$ cat src/rtl/tsp_collect_pkg.sv
// Shared constants, FSM state encoding and the rebasing helper for the TSP match collector.
package tsp_collect_pkg;

    localparam logic [15:0] END_CODE  = 16'hFFFF;
    localparam logic [7:0]  TAG_MATCH = 8'h01;
    localparam logic [7:0]  TAG_END   = 8'hFF;

    typedef enum logic [2:0] {
        ST_IDLE,
        ST_RUN,
        ST_DRAIN,
        ST_END,
        ST_DONE
    } state_e;

    // Decoder positions are signed offsets relative to the block base; the result wraps at 2^24.
    function automatic logic [23:0] rebase(input logic [23:0] base, input logic [15:0] rel);
        return base + {{8{rel[15]}}, rel};
    endfunction

endpackage

$ cat src/rtl/tsp_collect_buf.sv
// DEPTH x WIDTH synchronous FIFO with occupancy output; buffers rebased match records.
module tsp_collect_buf
    import tsp_collect_pkg::*;
#(
    parameter int DEPTH = 4,
    parameter int WIDTH = 32
) (
    input  logic                   clk,
    input  logic                   reset,
    input  logic                   push_i,
    input  logic [WIDTH-1:0]       push_data_i,
    input  logic                   pop_i,
    output logic [WIDTH-1:0]       pop_data_o,
    output logic [$clog2(DEPTH):0] count_o
);

    localparam int AW = $clog2(DEPTH);
    localparam logic [AW:0] FULL = (AW + 1)'(DEPTH);

    logic [WIDTH-1:0] mem_q [DEPTH];
    logic [AW-1:0]    wr_ptr_q;
    logic [AW-1:0]    rd_ptr_q;
    logic [AW:0]      count_q;

    // NOTE: the storage array is not reset; count_q alone decides which entries are meaningful.
    always_ff @(posedge clk) begin
        if (push_i) begin
            mem_q[wr_ptr_q] <= push_data_i;
        end
    end

    always_ff @(posedge clk) begin
        if (reset) begin
            wr_ptr_q <= '0;
            rd_ptr_q <= '0;
            count_q  <= '0;
        end else begin
            if (push_i) wr_ptr_q <= wr_ptr_q + 1'b1;
            if (pop_i)  rd_ptr_q <= rd_ptr_q + 1'b1;
            count_q <= count_q + (AW + 1)'(push_i) - (AW + 1)'(pop_i);
        end
    end

    assign pop_data_o = mem_q[rd_ptr_q];
    assign count_o    = count_q;

    assert property (@(posedge clk) disable iff (reset) !(push_i && !pop_i && count_q == FULL));
    assert property (@(posedge clk) disable iff (reset) !(pop_i && count_q == '0));

endmodule

$ cat src/rtl/tsp_match_collector.sv
// Pops TSP decoder match records, rebases them and streams tagged words plus one end record per run.
// Optional TSP_COLLECT_CHECK_EN compares the final count against the decoder's expected_count.
module tsp_match_collector
    import tsp_collect_pkg::*;
#(
    parameter int COUNT_WIDTH = 15,
    parameter int BUF_DEPTH   = 4
) (
    input  logic                   clk,
    input  logic                   reset,
    input  logic                   start,
    input  logic [23:0]            base_offset,
    input  logic                   in_empty,
    output logic                   in_rden,
    input  logic                   in_valid,
    input  logic [15:0]            in_data,
    input  logic [COUNT_WIDTH-1:0] expected_count,
    output logic [31:0]            out_data,
    output logic                   out_valid,
    input  logic                   out_ready,
    output logic [COUNT_WIDTH-1:0] match_total,
    output logic                   done,
    output logic                   stray,
    output logic                   count_mismatch
);

    localparam int CW = $clog2(BUF_DEPTH) + 1;
    localparam logic [CW:0] CREDITS = (CW + 1)'(BUF_DEPTH);

    state_e                 state_q, state_d;
    logic [23:0]            base_q, base_d;
    logic [COUNT_WIDTH-1:0] match_total_q, match_total_d;
    logic                   stray_q, stray_d;
    logic                   out_valid_q, out_valid_d;
    logic [31:0]            out_data_q, out_data_d;
    logic                   rd_pend_q;
    logic                   post_reset_q;

    logic          start_ok, cap_run, cap_end, cap_match, out_free;
    logic          buf_push, buf_pop;
    logic [31:0]   match_word, buf_data;
    logic [CW-1:0] buf_count;
    logic [CW:0]   occupancy;

    assign start_ok   = start && (state_q == ST_IDLE || state_q == ST_DONE);
    assign cap_run    = in_valid && (state_q == ST_RUN);
    assign cap_end    = cap_run && (in_data == END_CODE);
    assign cap_match  = cap_run && !cap_end;
    assign match_word = {TAG_MATCH, rebase(base_q, in_data)};

    // The output register counts as a buffer slot, so at most BUF_DEPTH words are ever in flight.
    assign occupancy = {1'b0, buf_count} + (CW + 1)'(out_valid_q) + (CW + 1)'(rd_pend_q);
    assign in_rden   = (state_q == ST_RUN) && !in_empty && !cap_end && (occupancy < CREDITS);

    assign out_free = !out_valid_q || out_ready;
    assign buf_pop  = out_free && (buf_count != '0);
    assign buf_push = cap_match && !(out_free && buf_count == '0);

    tsp_collect_buf #(
        .DEPTH (BUF_DEPTH),
        .WIDTH (32)
    ) u_buf (
        .clk         (clk),
        .reset       (reset),
        .push_i      (buf_push),
        .push_data_i (match_word),
        .pop_i       (buf_pop),
        .pop_data_o  (buf_data),
        .count_o     (buf_count)
    );

    // NOTE: every always_comb output gets a default first so no path leaves it unassigned (no latch).
    always_comb begin
        out_valid_d = out_valid_q;
        out_data_d  = out_data_q;
        if (out_free) begin
            out_valid_d = 1'b0;
            if (buf_count != '0) begin
                out_valid_d = 1'b1;
                out_data_d  = buf_data;
            end else if (cap_match) begin
                out_valid_d = 1'b1;
                out_data_d  = match_word;
            end else if (state_q == ST_END && !out_valid_q) begin
                out_valid_d = 1'b1;
                out_data_d  = {TAG_END, 24'(match_total_q)};
            end
        end
    end

    always_comb begin
        state_d       = state_q;
        base_d        = base_q;
        match_total_d = match_total_q;
        stray_d       = stray_q;
        case (state_q)
            ST_RUN:   if (cap_end) state_d = ST_DRAIN;
            ST_DRAIN: if (buf_count == '0 && !out_valid_q) state_d = ST_END;
            ST_END:   if (out_valid_q && out_ready) state_d = ST_DONE;
            ST_IDLE, ST_DONE: state_d = state_q;
            default:  state_d = ST_IDLE;
        endcase
        if (cap_match && match_total_q != '1) begin
            match_total_d = match_total_q + 1'b1;
        end
        // A read issued just before reset may land in IDLE; that one is not a stray.
        if (in_valid && state_q != ST_RUN && !post_reset_q) begin
            stray_d = 1'b1;
        end
        if (start_ok) begin
            state_d       = ST_RUN;
            base_d        = base_offset;
            match_total_d = '0;
            stray_d       = 1'b0;
        end
    end

    // NOTE: sequential state uses non-blocking assignments so all registers update together.
    always_ff @(posedge clk) begin
        if (reset) begin
            state_q       <= ST_IDLE;
            base_q        <= '0;
            match_total_q <= '0;
            stray_q       <= 1'b0;
            out_valid_q   <= 1'b0;
            out_data_q    <= '0;
            rd_pend_q     <= 1'b0;
            post_reset_q  <= 1'b1;
        end else begin
            state_q       <= state_d;
            base_q        <= base_d;
            match_total_q <= match_total_d;
            stray_q       <= stray_d;
            out_valid_q   <= out_valid_d;
            out_data_q    <= out_data_d;
            rd_pend_q     <= in_rden;
            post_reset_q  <= 1'b0;
        end
    end

`ifdef TSP_COLLECT_CHECK_EN
    logic mismatch_q;

    always_ff @(posedge clk) begin
        if (reset) begin
            mismatch_q <= 1'b0;
        end else if (start_ok) begin
            mismatch_q <= 1'b0;
        end else if (state_q == ST_DRAIN && state_d == ST_END) begin
            mismatch_q <= (match_total_q != expected_count);
        end
    end

    assign count_mismatch = mismatch_q;
`else
    logic unused_expected;
    assign unused_expected = ^expected_count;
    assign count_mismatch  = 1'b0;
`endif

    assign out_data    = out_data_q;
    assign out_valid   = out_valid_q;
    assign match_total = match_total_q;
    assign done        = (state_q == ST_DONE);
    assign stray       = stray_q;

endmodule

$ cat config.mk
export PLATFORM = sky130hd
export DESIGN_NAME = tsp_match_collector
export DESIGN_NICKNAME = d
export VERILOG_FILES = /design/src/rtl/tsp_collect_pkg.sv /design/src/rtl/tsp_collect_buf.sv /design/src/rtl/tsp_match_collector.sv
export SDC_FILE = /design/constraint.sdc
export NUM_CORES = 1
export LEC_CHECK = 0
export ABC_AREA = 1
export CAP_MARGIN = 20
export CORE_MARGIN = 4
export CORE_UTILIZATION = 30
export CTS_CLUSTER_SIZE = 12
export DETAILED_ROUTE_END_ITERATION = 7
export PLACE_DENSITY = 0.51
export REMOVE_ABC_BUFFERS = 1
export SKIP_LAST_GASP = 1
export SYNTH_ARGS = -nofsm -noshare
export SYNTH_HDL_FRONTEND = slang
export SYNTH_SLANG_ARGS = --single-unit
$ cat constraint.sdc
create_clock -name clk -period 3.27 [get_ports clk]
set_input_delay 0.4905 -clock clk [delete_from_list [all_inputs] [get_ports clk]]
set_output_delay 0.4905 -clock clk [all_outputs]
set_load 0.005 [all_outputs]
== After elaboration in Yosys (flattened, before gate mapping) ==
Memories as Yosys holds them, arrays and structs flattened. A register that Yosys moved wholly into a read port is not among the register bits.
Index checks and enable logic that the tools add are counted.
Storage, ports and cells
  flip-flop bits (word level): 85
  memory bits (writable): 96
  input port bits: 61
  output and inout port bits: 52
  word-level logic and storage cells: 85
  memories: 1
Operators by class
  add/sub/neg operators: 8
  magnitude comparators: 1
  equality and inequality tests: 14
  muxes and demuxes: 16
  bitwise logic cells: 1
  reductions and logical operators: 32
Memories
  u_buf.mem_q: depth 4, bits a word 24, read ports 1, clocked after Yosys merged registers in 1, write ports 1, RTL line tsp_collect_buf.sv:20  | logic [WIDTH-1:0] mem_q [DEPTH];
Operators with widths (number)
  32-bit two-way mux: 3
  24-bit adder: 1
  16-bit equality test (second input constant): 1
  1-bit logical AND: 16
  15-bit by 1-bit adder with 15-bit output (second input constant): 1
  15-bit inequality test (second input constant): 1
  3-bit case mux with 4 select lines: 1
  3-bit two-way mux: 3
  4-bit AND reduction: 2
  1-bit two-way mux: 7
  3-bit by 2-bit equality test with 1-bit output (second input constant): 2
  3-bit zero test: 2
  2-bit inequality test (second input constant): 3
  3-bit inequality test (second input constant): 2
  3-bit nonzero test: 2
  1-bit zero test: 5
  2-bit by 1-bit adder with 2-bit output (second input constant): 2
  3-bit by 1-bit adder with 4-bit output: 1
  4-bit by 1-bit adder with 4-bit output: 1
  4-bit by 3-bit < comparator with 1-bit output (second input constant): 1
  2-bit two-way mux: 2
  2-bit OR reduction: 2
  3-bit by 1-bit adder with 3-bit output: 1
  3-bit by 1-bit equality test with 1-bit output (second input constant): 1
  8 further kinds: 9

== Longest topological paths before layout ==
Gate-level depths: netlist (run 1).
  depth in word-level cells: 8
  depth in mapped cells: 12
  mapped depth without buffers: 12

== Modules after synthesis ==
Synthesis (run 1) repeated with hierarchy kept, for this count alone.
Second synthesis, totals
  cells, all modules: 1360
  area, all modules: 10822.9 um^2
By module, submodules not included
  tsp_match_collector: times used 1, cells an instance 962, area each 5584.1 um^2, sequential area each 1561.5 um^2
  tsp_collect_buf: times used 1, cells an instance 398, area each 5238.8 um^2, sequential area each 4023.9 um^2

== Worst setup path after synthesis (run 1) ==
OpenSTA, ideal clock, no wires.
  kind: input to register
  from: input port in_data[14]
  to: memory u_buf.mem_q[0][0] (netlist bit) (enable)
  data arrival time: 2.034 ns
  required time: 2.865 ns
  slack: 0.831 ns
  stages on the path: 7
  path buffers: 0
  path through: nand4_1 > nor2_1 > nand2_1 > nand2_4 > inv_2 > o21ai_2 > nor2_1
Between the ends
  cells in the longest elaborated chain, start to end: 7
Ends and longest elaborated chain
  start, declared: RTL line tsp_match_collector.sv:16  | input logic [15:0] in_data,
  16-bit equality test: RTL line tsp_match_collector.sv:47  | assign cap_end = cap_run && (in_data == END_CODE);
  1-bit logical AND: RTL line tsp_match_collector.sv:47
  1-bit zero test: RTL line tsp_match_collector.sv:48  | assign cap_match = cap_run && !cap_end;
  1-bit logical AND: RTL line tsp_match_collector.sv:48
  1-bit logical AND: RTL line tsp_match_collector.sv:57  | assign buf_push = cap_match && !(out_free && buf_count == '0);
  1-bit two-way mux: RTL line tsp_collect_buf.sv:27  | if (push_i) begin
  1-bit two-way mux (implied by the code): RTL line tsp_collect_buf.sv:28  | mem_q[wr_ptr_q] <= push_data_i;
  end, declared: RTL line tsp_collect_buf.sv:20
Every way passes these cells.

== Final worst setup path (run 1) ==
  from: input port in_data[15]
  to: output port in_rden
Between the ends
  cells in the longest elaborated chain, start to end: 5
Ends and longest elaborated chain
  16-bit equality test: RTL line tsp_match_collector.sv:47
  1-bit logical AND: RTL line tsp_match_collector.sv:47
  1-bit zero test: RTL line tsp_match_collector.sv:53  | assign in_rden = (state_q == ST_RUN) && !in_empty && !cap_end && (occupancy < CREDITS);
  1-bit logical AND (2 in series): RTL line tsp_match_collector.sv:53
  end, declared: RTL line tsp_match_collector.sv:14  | output logic in_rden,
Every way passes these cells.

==> load_flow_metrics.sql, run 1 <==
INSERT INTO impl_metrics (metric_group, metric, value, unit) VALUES
('run_status', 'run_status', 'finished, final reports clean', ''),
('power_and_ir_drop', 'power_density', '772', 'nW/um2'),
('power_and_ir_drop', 'power.static_leakage', '4.74', 'nW'),
('power_and_ir_drop', 'p_clk_share', '24.5', '%'),
('floorplanning', 'die_height', '184', 'um'),
('critical_path', 'timing_worst_setup_path_type', 'input port to output pin', ''),
('synth', 'edff_count_synth', '96', ''),
('synth', 'synth.distinct_cells', '36', ''),
('grt', 'grt_overflow_total', '0', ''),
('floorplanning', 'top_level_ports', '113', ''),
('synth', 'post-synth-top-count-cell', 'nand2_1', ''),
('final_layout', 'share_of_post_route_cells_with_drive_strength_above_1', '6.29', '%'),
('routing', 'number_of_detailed_route_iterations_in_the_first_pass', '5', ''),
('clock_tree', 'cts.repair.resized', '0', ''),
('power_and_ir_drop', 'power_report.internal_total', '5.43', 'mW'),
('routing', 'vias_per_std_cell', '4.57', ''),
('critical_path', 'worstPathRequired', '2.78', 'ns'),
('clock_tree', 'clock-sinks', '177', ''),
('floorplanning', 'die_x', '184', 'um'),
('routing', 'drcViolationCount', '0', ''),
('synth', 'async_reset_ff_share', '0', '%'),
('grt', 'maximum_number_of_pins_on_one_net_before_global_route_repair', '58', ''),
('clock_tree', 'clock_tree.htree_level_count', '4', ''),
('final_layout', 'fin_util', '36.9', '%'),
('grt', 'grt_first_pass_wirelength', '39.5', 'mm'),
('grt', 'grt_use_total', '14.8', '%'),
('power_and_ir_drop', 'vdd.ir_drop.worst', '0.415', 'mV'),
('synth', 'fraction_of_synthesized_cell_area_taken_by_the_top_area_cell_type', '31.2', '%'),
('floorplanning', 'rows', '64', ''),
('floorplanning', 'initial_core_util', '30.3', '%'),
('grt', 'antenna_found_initial', '0', ''),
('placed_design', 'routabilityCongestion', '0.857', ''),
('timing', 'worst_case_clock_skew', '0.0140', 'ns'),
('clock_tree', 'path_clk_slew', '0.07', 'ns'),
('critical_path', 'number_of_cell_instances_on_the_worst_register_to_register_path', '11', ''),
('timing', 'hold_ws', '0.466', 'ns'),
('clock_tree', 'cts-buffers-inserted', '17', ''),
('synth', 'ys.warnings.count', '0', ''),
('synth', 'postSynthAreaPerCell', '7.91', 'um2'),
('routing', 'wl_per_cell', '14.8', 'um'),
('timing', 'setup-tns-final', '0', 'ns'),
('clock_tree', 'post-cts-setup-buffer-count', '0', ''),
('routing', 'totalWireLength', '24.7', 'mm'),
('timing', 'hold_viol_final', '0', ''),
('final_layout', 'area_delta_synth_final', '21.7', '%'),
('synth', 'netlist_top_cells_area', 'edfxtp_1 (31%), dfxtp_1 (18%), nand2_1 (12%)', ''),
('timing', 'period_needed', '2.74', 'ns'),
('placed_design', 'numPortBuffers', '96', ''),
('final_layout', 'layout.nets', '1353', ''),
('synth', 'synthesis.area', '9240', 'um2'),
('critical_path', 'worstPathMaxFanout', '5', ''),
('power_and_ir_drop', 'share_seq_of_total_power', '35.3', '%'),
('clock_tree', 'tritoncts', 'built', ''),
('power_and_ir_drop', 'switching_power', '3.26', 'mW'),
('floorplanning', 'coreArea', '30500', 'um2'),
('synth', 'yosysSeqAreaShare', '48.7', '%'),
('clock_tree', 'cts.root.buffer_cell', 'clkbuf_16', ''),
('grt', 'vias_in_the_first_global_route', '7338', ''),
('synth', 'cell_type_contributing_the_most_total_cell_area_after_synthesis', 'edfxtp_1', ''),
('timing', 'report.final.slew_viol_count', '0', ''),
('routing', 'antenna_left', '0', ''),
('final_layout', 'number_of_inserted_diodes', '0', ''),
('synth', 'synthFlopType', 'edfxtp_1', ''),
('clock_tree', 'insertion_delay', '0.43', 'ns'),
('timing', 'timing.final.setup_violations', '0', ''),
('floorplanning', 'die_area', '33700', 'um2'),
('run', 'maxCapViolations', '0', ''),
('hold_path', 'hold_path_class', 'flip-flop to flip-flop', ''),
('synth', 'synth.top_cells.by_count', 'nand2_1 (304), nor2_1 (145), inv_1 (138), edfxtp_1 (96), nand3_1 (85)', ''),
('synth', 'syn_inst', '1168', ''),
('hold_path', 'worst_hold_path.num_cells', '2', '');
==> power groups by stage <==
stage / clock network, mW / logic [mW] / registers (mW)
2_1_floorplan: 0 / 2.03 / 3.17
3_3_place_gp: 0 / 3.50 / 3.12
3_5_place_dp: 0 / 3.53 / 3.13
4_1_cts: 2.18 / 3.55 / 3.08
5_1_grt: 2.28 / 3.98 / 3.12
6_report: 2.13 / 3.49 / 3.07
==> placed cells by master (no fill, tap or decap), types with 2 or more instances in the layout <==
cell type and n:
inv_2 8, inv_4 2, nand2_2 6, buf_12 2, inv_1 138, nand3b_1 9
nor2_1 141, a221oi_1 9, fa_1 2, nor4_1 3, buf_4 16, and2_1 16
nand2_4 2, ha_1 32, o21ai_0 49, nand4_1 14, nand3_2 4, nor2_2 8
clkbuf_1 2, bufinv_16 2, nand3_1 85, clkinv_4 2, nor3_1 12, xor2_1 13
o21ai_1 10, clkbuf_16 19, clkinvlp_4 2, clkdlybuf4s50_1 96, dfxtp_1 81, edfxtp_1 96
a21oi_1 75, nand2_1 304
==> worst max-delay path, stage by stage <==
cell and delay, ns:
clkdlybuf4s50_1 0.58, nand4_1 0.14, nor2_1 0.26, nand3_1 0.17, nand2_1 0.11, nor3_1 0.05, clkdlybuf4s50_1 0.45
==> flip-flops by register name, indices dropped and copies added, names as in the netlist, named ones only <==
| signal | count |
|---|---|
| stray | 1 |
| out_valid | 1 |
| u_buf.rd_ptr_q | 2 |
| rd_pend_q | 1 |
| match_total | 15 |
| u_buf.wr_ptr_q | 2 |
| post_reset_q | 1 |
| out_data | 26 |
| base_q | 24 |
| u_buf.mem_q | 96 |
| state_q | 3 |
| u_buf.count_o | 3 |
==> layer usage <==
| layer | up-vias | GRT usage [%] | routed length [um] |
|---|---|---|---|
| li1 | 3972 | - | - |
| met1 | 3508 | 20.6 | 12200 |
| met2 | 128 | 24.1 | 11500 |
| met3 | 11 | 2.61 | 767 |
| met4 | 0 | 3.46 | 197 |
| met5 | - | 0 | 0 |
==> kinds of logic (layout without fill, tap and decap cells) <==
logic type      after synthesis  in the layout  synth area share (%)
simple gates                607            607                  28.2
buf+inv                     189            292                  8.54
flops                       177            177                  48.7
compound gates              146            146                  8.39
fa+ha+maj                    34             34                  4.76
xor+xnor                     14             14                  1.33
other cells                   1              1                0.0406
==> area by class of cell <==
class | count | area (um2)
Clock buffer | 22 | 497
Clock inverter | 10 | 121
Fill cell | 3166 | 19300
Inverter | 146 | 548
Multi-Input combinational cell | 802 | 3960
Sequential cell | 177 | 4500
Tap cell | 396 | 495
Timing Repair Buffer | 114 | 1120
==> metrics by stage <==
| stage | cells | area (um2) | setup slack [ns] |
|---|---|---|---|
| finish | 1667 | 11200 | 0.534 |
| global route | 1667 | 11200 | 0.333 |
| CTS | 1667 | 11200 | 0.420 |
| detailed placement | 1635 | 10600 | 0.291 |
| global placement | 1635 | 10600 | 0.296 |
| floorplan | 1125 | 9000 | 0.713 |
==> final timing paths <==
check                                 start                        endpoint  slack, ns
max                             in_data[15]                         in_rden       0.53
min          u_buf.rd_ptr_q[1]$_SDFFE_PP0P_  u_buf.rd_ptr_q[1]$_SDFFE_PP0P_       0.47
max reg2reg          base_q[0]$_SDFFE_PP0P_        out_data[8]$_SDFFE_PP0P_       1.00
min reg2reg  u_buf.rd_ptr_q[1]$_SDFFE_PP0P_  u_buf.rd_ptr_q[1]$_SDFFE_PP0P_       0.47
(Power assumes the default switching activity.)
==> run 2: changes to the inputs <==
Clock period 3.27 ns to 2.8 ns, I/O delays scaled along.
==> run 2 against run 1 <==
Effect of this change:
- global-route usage is 0.29 points higher
- sequential power rose by 17%
- setup slack lost 0.33 ns
- clock skew about the same
- critical path depth unchanged
- utilization increased by 0.21 points
- critical endpoint unchanged
- largest power group unchanged
==> load_flow_metrics.sql, run 2 (synthesis results as in run 1) <==
INSERT INTO impl_metrics (metric_group, metric, value, unit) VALUES
('power_and_ir_drop', 'power_density', '889', 'nW/um2'),
('power_and_ir_drop', 'switching_power', '3.89', 'mW'),
('clock_tree', 'cts.root.buffer_cell', 'clkbuf_16', ''),
('grt', 'maximum_number_of_pins_on_one_net_before_global_route_repair', '58', ''),
('timing', 'worst_slew_pin_slew', '0.648', 'ns'),
('critical_path', 'timing_worst_setup_path_type', 'input port to output pin', ''),
('critical_path', 'nature_of_the_critical_path_endpoint', 'output pin', ''),
('power_and_ir_drop', 'p_clk_share', '22.4', '%'),
('routing', 'antenna_left', '0', ''),
('final_layout', 'largest_register_ff_count', '96', ''),
('routing', 'wl_per_cell', '14.9', 'um'),
('critical_path', 'crit_buf_inv', '2', ''),
('final_layout', 'fillCellCount', '3142', ''),
('routing', 'drt_first_iter_violations', '469', ''),
('floorplanning', 'coreArea', '30500', 'um2'),
('floorplanning', 'initial_core_util', '30.3', '%'),
('clock_tree', 'cts-buffers-inserted', '17', ''),
('routing', 'drcViolationCount', '0', ''),
('timing', 'rsz_0062_raised_after_global_routing', 'false', ''),
('timing', 'period_needed', '2.59', 'ns'),
('floorplanning', 'rows', '64', ''),
('critical_path', 'path_delay_family', 'buffers and inverters', ''),
('clock_tree', 'tritoncts', 'built', ''),
('clock_tree', 'maximum_clock_path_buffer_count', '2', ''),
('timing', 'worst_case_clock_skew', '0.0138', 'ns'),
('final_layout', 'mostFrequentLayoutCell', 'nand2_1', ''),
('grt', 'grt_use_total', '15.1', '%'),
('power_and_ir_drop', 'power_report.internal_total', '6.16', 'mW'),
('clock_tree', 'postCtsHoldBufs', '0', ''),
('clock_tree', 'post-cts-setup-buffer-count', '0', ''),
('power_and_ir_drop', 'power.static_leakage', '4.79', 'nW'),
('power_and_ir_drop', 'p_comb_share', '41.9', '%'),
('critical_path', 'critical_path_cell_count', '7', ''),
('routing', 'vias_per_std_cell', '4.55', ''),
('critical_path', 'number_of_cell_instances_on_the_worst_register_to_register_path', '9', ''),
('power_and_ir_drop', 'vdd.ir_drop.worst', '0.361', 'mV'),
('routing', 'totalWireLength', '25.1', 'mm'),
('placed_design', 'numPortBuffers', '96', ''),
('floorplanning', 'top_level_ports', '113', ''),
('clock_tree', 'cts.repair.resized', '0', ''),
('clock_tree', 'insertion_delay', '0.43', 'ns'),
('final_layout', 'finalNonFillerCells', '1683', ''),
('timing', 'hold_ws', '0.466', 'ns'),
('final_layout', 'layout.nets', '1369', ''),
('placed_design', 'dp_hpwl', '17.9', 'mm'),
('final_layout', 'max_flop_register', 'u_buf.mem_q', ''),
('timing', 'hold_viol_final', '0', ''),
('run', 'maxCapViolations', '0', ''),
('routing', 'number_of_detailed_route_iterations_in_the_first_pass', '5', ''),
('power_and_ir_drop', 'netSwitchingFraction', '38.7', '%'),
('final_layout', 'number_of_inserted_diodes', '0', ''),
('routing', 'via_count', '7659', ''),
('grt', 'vias_in_the_first_global_route', '7523', ''),
('placed_design', 'routabilityCongestion', '0.867', ''),
('timing', 'setup-tns-final', '0', 'ns'),
('timing', 'report.final.slew_viol_count', '0', ''),
('timing', 'timing.final.setup_violations', '0', ''),
('clock_tree', 'clock_tree.htree_level_count', '4', ''),
('hold_path', 'worst_hold_path.num_cells', '2', ''),
('floorplanning', 'die_area', '33700', 'um2'),
('floorplanning', 'die_x', '184', 'um'),
('critical_path', 'timing.critical_path.slowest_cell_delay', '0.57', 'ns'),
('critical_path', 'crit_arrival', '2.17', 'ns'),
('timing', 'timing.fmax', '385', 'MHz'),
('grt', 'grt_first_pass_wirelength', '40.4', 'mm'),
('critical_path', 'worstPathMaxFanout', '4', ''),
('timing', 'post-route-worst-setup-slack', '0.206', 'ns'),
('floorplanning', 'die_height', '184', 'um'),
('run_status', 'run_status', 'finished, final reports clean', ''),
('timing', 'maxSlewHeadroom', '56.7', '%'),
('clock_tree', 'clock-sinks', '177', ''),
('placed_design', 'numPlacedInstances', '1651', ''),
('timing', 'period_share', '92.7', '%'),
('critical_path', 'cp_slowest_cell', 'clkdlybuf4s50_1', ''),
('critical_path', 'crit_path_start_kind', 'input port', ''),
('final_layout', 'area_delta_synth_final', '22.4', '%'),
('placed_design', 'dp_slack', '0.00601', 'ns'),
('hold_path', 'hold_path_class', 'flip-flop to flip-flop', ''),
('clock_tree', 'path_clk_slew', '0.07', 'ns'),
('power_and_ir_drop', 'share_seq_of_total_power', '35.6', '%'),
('final_layout', 'final_cell_mix', 'nand2_1 (304), nor2_1 (141), inv_1 (138)', ''),
('grt', 'grt_overflow_total', '0', ''),
('final_layout', 'share_of_post_route_cells_with_drive_strength_above_1', '7.54', '%'),
('critical_path', 'crit_path_frequent_cell', 'clkdlybuf4s50_1', ''),
('critical_path', 'crit_path_cell_trace', 'clkdlybuf4s50_1 -> nand4_1 -> nor2_1 -> nand3_1 -> nand2_1 -> nor3_1 -> clkdlybuf4s50_1', ''),
('grt', 'antenna_found_initial', '0', ''),
('critical_path', 'worstPathRequired', '2.38', 'ns');
[run 2: cell count changes in the layout (fill, tap and decap cells not counted)]
cell        delta
buf_12         +1
buf_4         +15
bufinv_16      -2
clkbuf_1       -1
clkbuf_16      -2
clkinv_2       +2
clkinv_4       -1
clkinv_8       +1
clkinvlp_4     +1
inv_4          -1
inv_6          +3
[run 2: final cells by class]
cell class | count | area, um2 | area share, %
inverters | 146 | 548 | 4.85
clock inverters | 13 | 106 | 0.940
flip-flops and latches | 177 | 4500 | 39.8
repair buffers | 130 | 1250 | 11.1
well taps | 396 | 495 | 4.38
multi-input cells | 802 | 3960 | 35.0
clock buffers | 19 | 443 | 3.92
[run 2: worst reg2reg max path: cells and delay by family (launching register included)]
family                   cells  cell delay, ns
AND/OR/NAND/NOR              7            0.88
flip-flops                   1            0.32
adder cells (fa/ha/maj)      2            0.65
[run 2: worst paths after layout]
kind / slack (ns) / startpoint / end
setup / recovery: 0.21 / in_data[15] / in_rden
hold / removal: 0.47 / u_buf.rd_ptr_q[1]$_SDFFE_PP0P_ / u_buf.rd_ptr_q[1]$_SDFFE_PP0P_
setup reg to reg: 0.71 / base_q[0]$_SDFFE_PP0P_ / u_buf.mem_q[3][16]$_DFFE_PP_
hold reg to reg: 0.47 / u_buf.rd_ptr_q[1]$_SDFFE_PP0P_ / u_buf.rd_ptr_q[1]$_SDFFE_PP0P_
[run 2: per-stage QoR]
step | utilization (%) | total power, mW | instance area (um2)
floorplan | - | 6.07 | 9000
global placement | 35.3 | 7.87 | 10800
detailed placement | 35.3 | 7.90 | 10800
CTS | 37.1 | 10.2 | 11300
global route | 37.1 | 10.9 | 11300
finish | 37.1 | 10.1 | 11300
[run 2: routing by layer]
metal	up-vias	global-route usage, %	wire, um
met4	0	2.86	176
met1	3520	21.1	12400
met5	-	0	0
li1	4012	-	-
met3	16	2.69	790
met2	111	24.8	11700
[run 2: power by group through the flow]
stage | registers [mW] | clock network, mW | logic (mW)
3_5_place_dp | 3.65 | 0 | 4.25
6_report | 3.58 | 2.26 | 4.22
2_1_floorplan | 3.70 | 0 | 2.37
3_3_place_gp | 3.64 | 0 | 4.23
4_1_cts | 3.59 | 2.32 | 4.28
5_1_grt | 3.64 | 2.41 | 4.82
